[config.mk]
export PLATFORM = sky130hd
export DESIGN_NAME = rvvi_depacketizer
export DESIGN_NICKNAME = d
export VERILOG_FILES = /design/src/rtl/rvvi_depacketizer.sv
export SDC_FILE = /design/constraint.sdc
export NUM_CORES = 2
export LEC_CHECK = 0
export ABC_AREA = 0
export BUFFER_PORTS_ARGS = -buffer_cell sky130_fd_sc_hd__buf_2
export CORE_UTILIZATION = 45
export CTS_CLUSTER_SIZE = 28
export DETAILED_ROUTE_END_ITERATION = 16
export MAX_ROUTING_LAYER = met4
export PLACE_DENSITY = 0.68
export SYNTH_ARGS = -nofsm -noshare
export SYNTH_HDL_FRONTEND = slang
export SYNTH_SLANG_ARGS = --single-unit
[constraint.sdc]
create_clock -name clk -period 42.3 [get_ports clk]
set_input_delay 0 -clock clk [delete_from_list [all_inputs] [get_ports clk]]
set_output_delay 0 -clock clk [all_outputs]
set_load 0.1 [all_outputs]
[src/rtl/rvvi_depacketizer.sv]
// RVVI trace depacketizer: rebuilds one trace vector per Ethernet frame.
// Optional destination MAC filter: define RVVI_DEPKT_MACFILTER_EN.
module rvvi_depacketizer #(
    parameter int          XLEN       = 64,
    parameter int          MAX_CSRS   = 5,
    parameter int          RVVI_WIDTH = 72 + 5*XLEN + MAX_CSRS*(XLEN+16),
    parameter int          PAY_WORDS  = (RVVI_WIDTH + 31) / 32,
    parameter logic [15:0] ETHER_TYPE = 16'h005c,
    parameter logic [47:0] DST_MAC    = 48'h4502_1111_6843
) (
    input  logic                  clk,
    input  logic                  reset,
    input  logic [31:0]           RvviAxiRdata,
    input  logic [3:0]            RvviAxiRstrb,
    input  logic                  RvviAxiRvalid,
    input  logic                  RvviAxiRlast,
    output logic                  RvviAxiRready,
    output logic [RVVI_WIDTH-1:0] rvvi,
    output logic                  valid,
    input  logic                  RvviReady,
    output logic [15:0]           GoodFrames,
    output logic [15:0]           DropFrames
);

    localparam int KW = $clog2(PAY_WORDS);
    localparam logic [KW-1:0] K_LAST = KW'(PAY_WORDS - 1);
    localparam int SW = (PAY_WORDS - 1) * 32;

    typedef enum logic [1:0] {HDR, PAY, DROP} state_e;

    state_e                state_q, state_d;
    logic [1:0]            hdr_q, hdr_d;
    logic [KW-1:0]         k_q, k_d;
    logic [SW-1:0]         shadow_q, shadow_d;
    logic [RVVI_WIDTH-1:0] rvvi_q, rvvi_d;
    logic                  valid_q, valid_d;
    logic [15:0]           good_q, good_d;
    logic [15:0]           drop_q, drop_d;
    logic                  xfer;
    logic                  last_slot;
    logic                  unused_ok;

`ifdef RVVI_DEPKT_MACFILTER_EN
    logic mac_bad_q, mac_bad_d;
    assign unused_ok = ^RvviAxiRstrb;
`else
    assign unused_ok = ^{RvviAxiRstrb, DST_MAC};
`endif

    assign last_slot = (k_q == K_LAST);
    // Stall only the final word while the output slot is still occupied.
    assign RvviAxiRready = !((state_q == PAY) && last_slot && valid_q && !RvviReady);
    assign xfer = RvviAxiRvalid && RvviAxiRready;

    always_comb begin
        state_d  = state_q;
        hdr_d    = hdr_q;
        k_d      = k_q;
        shadow_d = shadow_q;
        rvvi_d   = rvvi_q;
        valid_d  = valid_q;
        good_d   = good_q;
        drop_d   = drop_q;
`ifdef RVVI_DEPKT_MACFILTER_EN
        mac_bad_d = mac_bad_q;
`endif
        if (valid_q && RvviReady) valid_d = 1'b0;
        if (xfer) begin
            unique case (state_q)
                HDR: begin
                    hdr_d = hdr_q + 2'd1;
`ifdef RVVI_DEPKT_MACFILTER_EN
                    if (hdr_q == 2'd0)
                        mac_bad_d = (RvviAxiRdata != DST_MAC[31:0]);
`endif
                    if (RvviAxiRlast) begin
                        drop_d = drop_q + 16'd1;
                        hdr_d  = 2'd0;
                    end
`ifdef RVVI_DEPKT_MACFILTER_EN
                    else if (hdr_q == 2'd1 &&
                             (mac_bad_q || RvviAxiRdata[15:0] != DST_MAC[47:32])) begin
                        drop_d  = drop_q + 16'd1;
                        hdr_d   = 2'd0;
                        state_d = DROP;
                    end
`endif
                    else if (hdr_q == 2'd3) begin
                        k_d = '0;
                        if (RvviAxiRdata[15:0] == ETHER_TYPE) begin
                            state_d = PAY;
                        end else begin
                            state_d = DROP;
                            drop_d  = drop_q + 16'd1;
                        end
                    end
                end
                PAY: begin
                    if (last_slot) begin
                        if (RvviAxiRlast) begin
                            // Final word is merged directly; it never lands in shadow.
                            rvvi_d  = RVVI_WIDTH'({RvviAxiRdata, shadow_q});
                            valid_d = 1'b1;
                            good_d  = good_q + 16'd1;
                            state_d = HDR;
                        end else begin
                            drop_d  = drop_q + 16'd1;
                            state_d = DROP;
                        end
                    end else if (RvviAxiRlast) begin
                        drop_d  = drop_q + 16'd1;
                        state_d = HDR;
                    end else begin
                        shadow_d[32*k_q +: 32] = RvviAxiRdata;
                        k_d = k_q + KW'(1);
                    end
                end
                DROP: begin
                    if (RvviAxiRlast) state_d = HDR;
                end
                default: state_d = HDR;
            endcase
        end
    end

    always_ff @(posedge clk or posedge reset) begin
        if (reset) begin
            state_q  <= HDR;
            hdr_q    <= '0;
            k_q      <= '0;
            shadow_q <= '0;
            rvvi_q   <= '0;
            valid_q  <= 1'b0;
            good_q   <= '0;
            drop_q   <= '0;
        end else begin
            state_q  <= state_d;
            hdr_q    <= hdr_d;
            k_q      <= k_d;
            shadow_q <= shadow_d;
            rvvi_q   <= rvvi_d;
            valid_q  <= valid_d;
            good_q   <= good_d;
            drop_q   <= drop_d;
        end
    end

`ifdef RVVI_DEPKT_MACFILTER_EN
    always_ff @(posedge clk or posedge reset) begin
        if (reset) mac_bad_q <= 1'b0;
        else       mac_bad_q <= mac_bad_d;
    end
`endif

    assign rvvi       = rvvi_q;
    assign valid      = valid_q;
    assign GoodFrames = good_q;
    assign DropFrames = drop_q;

endmodule
==> results.md <==
- Synthesized flop and latch total: 1602
- Slew at the pin with the worst max-slew slack: between 1 and 1.5 ns
- Insertion delay of the later-clocked pin in the worst-skew pair: between 0.7 and 0.8 ns
- Static leakage: approximately 0.041 uW
- WP data required: approximately 43 ns
- Cell area after synthesis: 0.06138 mm2
- Core Box Area: about 0.14 mm2
- Unique cell type count in the Yosys netlist: 55
- Bufs on Longest Clock Path: 3
- Reg-to-Reg Start: k_q[0]
- Growth of design area from synthesis to finish: 19.70%
- Flop2flop setup slack: roughly 37 ns
- Overall die area: around 0.14 mm2
- Ratio of routed vias to standard cells: around 5.4
- Max-slew violation count: 0
- Global-route wire length before repair: between 300000 and 400000 um
- Floorplan die height: roughly 370 um
- Worst hold slack after final layout: about 0.058 ns
- Post-synth top area cell: dfrtp_1
- Worst clock skew on the final layout: ~0.043 ns
- Final-stage net count: 6845
- Initial antenna violation count: 21
- Relative max-transition margin: 0.1125
- Largest voltage drop on the vdd net: about 0.05 mV
- Setup repair after global routing missed its margin: no
- Die X: ~370 um
- Iteration-0 DRC count of the detailed router: about 5000
- Area fraction in compound gates after synthesis: 0.04505
- Setup TNS Final: 0 ns
- Share of synthesized area occupied by flip-flops and latches: 0.6531
- # Max-Cap Violations: 0
- Hold Path Stages: 4
- Layout cells sized above 1: 0.2327
- Crit share post-route: 0.1272
- Vias: 46940
- Min-Delay Startpoint: RvviAxiRdata[13]
- Fraction of synthesized cell area in xor and xnor cells: 0.004994
- Total of cells resized after clock tree synthesis: 0
- Worst-case hold path end point: shadow_q[685]
- Vias in the first global route: between 40000 and 50000
- Multi-input gate area: ~0.020 mm2
- Synthesized net count: around 6100
- Worst reg2reg endpoint: rvvi[575]
- Final critical path time including I/O delays and setup: 5.378 ns
- Mux contribution to synthesized area: 0.06990
- Number of clock sinks seen by CTS: around 1600
- Primary FF master, synth: dfrtp_1
- Result of the run: finished clean
- Register area: roughly 0.04 mm2
- Filler cell count in the final layout: 11980
- Post-placement worst setup slack: 36.88 ns
- Cell chosen for the clock root: clkbuf_16
- Max Fclk: approximately 190 MHz
- Cell area reported after detailed placement: approximately 0.067 mm2
- Critical Path Source Type: flop
- Number of synthesized flops with an enable pin: 0
- Worst setup margin: 36.92 ns
- Total power density per cell area: 46.95 mW/mm2
- Total setup violations reported at the end of the flow: 0
- Type of the worst min-delay path: in -> reg
- Basic-gate share of the synthesized area counting and, or, nand and nor cells: 0.1957
- Global router's overall resource usage: 0.3147
- Core Rows: 135
- Buffers inserted during post-CTS setup optimization: 0
- Final Wtd Congestion: 0.8538
- Critical path type: reg -> reg
- Pre-antenna DRT Iters: 6
- Detailed-route DRC error count: 0
- Worst path arrival time: 6.09 ns
- Remaining antenna violation count after routing: 0
- CTS hold repair buffers: 39
- Count of port buffers added during placement: approximately 860
- Gate count of the mapped netlist: 6023
- Sum of internal, switching and leakage power: about 3400 uW
- Cells taking the most area after synthesis: dfrtp_1, nand2_1, mux2_2, o21ai_0, clkbuf_1
- Syn Area/Cell: approximately 10 um2
- Share of synthesized flip-flops with an asynchronous set or reset: 1.000
- WL final: 213800 um
- Clock tree from TritonCTS: done
- Hold Fails Final Rpt: 0
- Count of yosys warnings during synthesis: 0
- Wire per inst: about 24 um
- Area share of the largest cell type after synthesis: 0.6531
- Congestion Overflow GR: 0
- CTS H-tree lvls: 4
- Combinational family with the most area after synthesis: simple AND/OR/NAND/NOR gates
- Design Area, Final: between 0.07 and 0.08 mm2
- Post-DP HPWL: between 100000 and 150000 um
- Top-level I/O count: ~870
- Maximum number of pins on one net before global-route repair: about 220
- Number of buffers inserted during clock tree synthesis: around 170
- Fraction of the mapped netlist area in adder cells: 0.001223
- Initial core utilization: 0.4531
- Worst-case reg-to-reg path depth: 10
- CP endpoint kind: flop
- Clock slew at reported path FFs: 0.06 ns
- Largest fanout on the critical path: roughly 210
## worst max path at each step
stage	start	endpoint	depth (start not counted)
final	k_q[0]	rvvi[575]	10
after detailed placement	k_q[0]	rvvi[575]	10
after global routing	reset	rvvi[235]	9
after CTS	k_q[0]	rvvi[575]	10
after floorplan	reset	DropFrames[0]	1
after global placement	k_q[0]	rvvi[555]	10
## routing by layer
metal | GRT usage | wire (um)
met5 | - | 0
met4 | 0.1472 | 11000
met3 | 0.07428 | 18000
met2 | 0.4729 | 98400
met1 | 0.4032 | 86370
## layout by cell type, fill, tap and decap left out, drive strengths merged, types with 7 or more instances in the layout
master and n:
inv 75, nor4 19, mux2i 36, clkbuf 252
nand4 29, nor2 54, buf 966, o31ai 102
nand3 74, xnor2 15, clkinv 33, nor3 33
and2 20, o41ai 18, bufinv 13, diode 8
and3 15, nand2 2768, dfrtp 1602, o21ai 351
mux2 349, nand2b 7, dlygate4sd3 39, xor2 20
## final cells by class
cell class	count	area share
flip-flops and latches	1602	0.5456
multi-input cells	3953	0.2665
repair buffers	1005	0.07534
clock buffers	252	0.06792
well taps	1781	0.03033
clock inverters	55	0.01034
inverters	70	0.003627
diodes	8	0.0002725
## Yosys cell counts (all sizes together), types with 29 or more instances
cell type and count:
nand2 2768, dfrtp 1602, o21ai 351, mux2 349, clkbuf 334, o31ai 102, nand3 74, inv 68
buf 64, nor2 54, mux2i 36, nor3 33, nand4 29
## worst max-delay path, cell delays in order, from the launching register on
cell and delay [ns]:
dfrtp_1 0.61, inv_1 0.24, ha_1 0.41, and4b_1 0.53
nand2_1 0.15, nor3_2 0.33, buf_12 0.60, buf_4 1.01
buf_4 0.92, nand2_1 0.16, nand2_1 0.11
## registers in the layout (all words and copies together) (netlist names)
name,count
rvvi,792
shadow_q,768
DropFrames,16
GoodFrames,16
k_q,5
hdr_q,2
state_q,2
valid,1
## logic make-up after synthesis
family / Yosys count
flip-flops: 1602
adder cells (fa/ha/maj): 6
buffers and inverters: 468
AO/OA/AOI/OAI: 481
multiplexers: 385
XOR/XNOR: 35
AND/OR/NAND/NOR: 3046
## per-stage QoR
step	instances	util
detailed placement	8372	0.4969
global placement	8372	0.4969
CTS	8718	0.5422
finish	8726	0.5423
floorplan	6023	-
global route	8720	0.5422
## power breakdown
part           internal (uW)  switching (uW)
registers               1540            12.6
clock network            898             630
logic                   54.2             316
(Power assumes the default switching activity.)
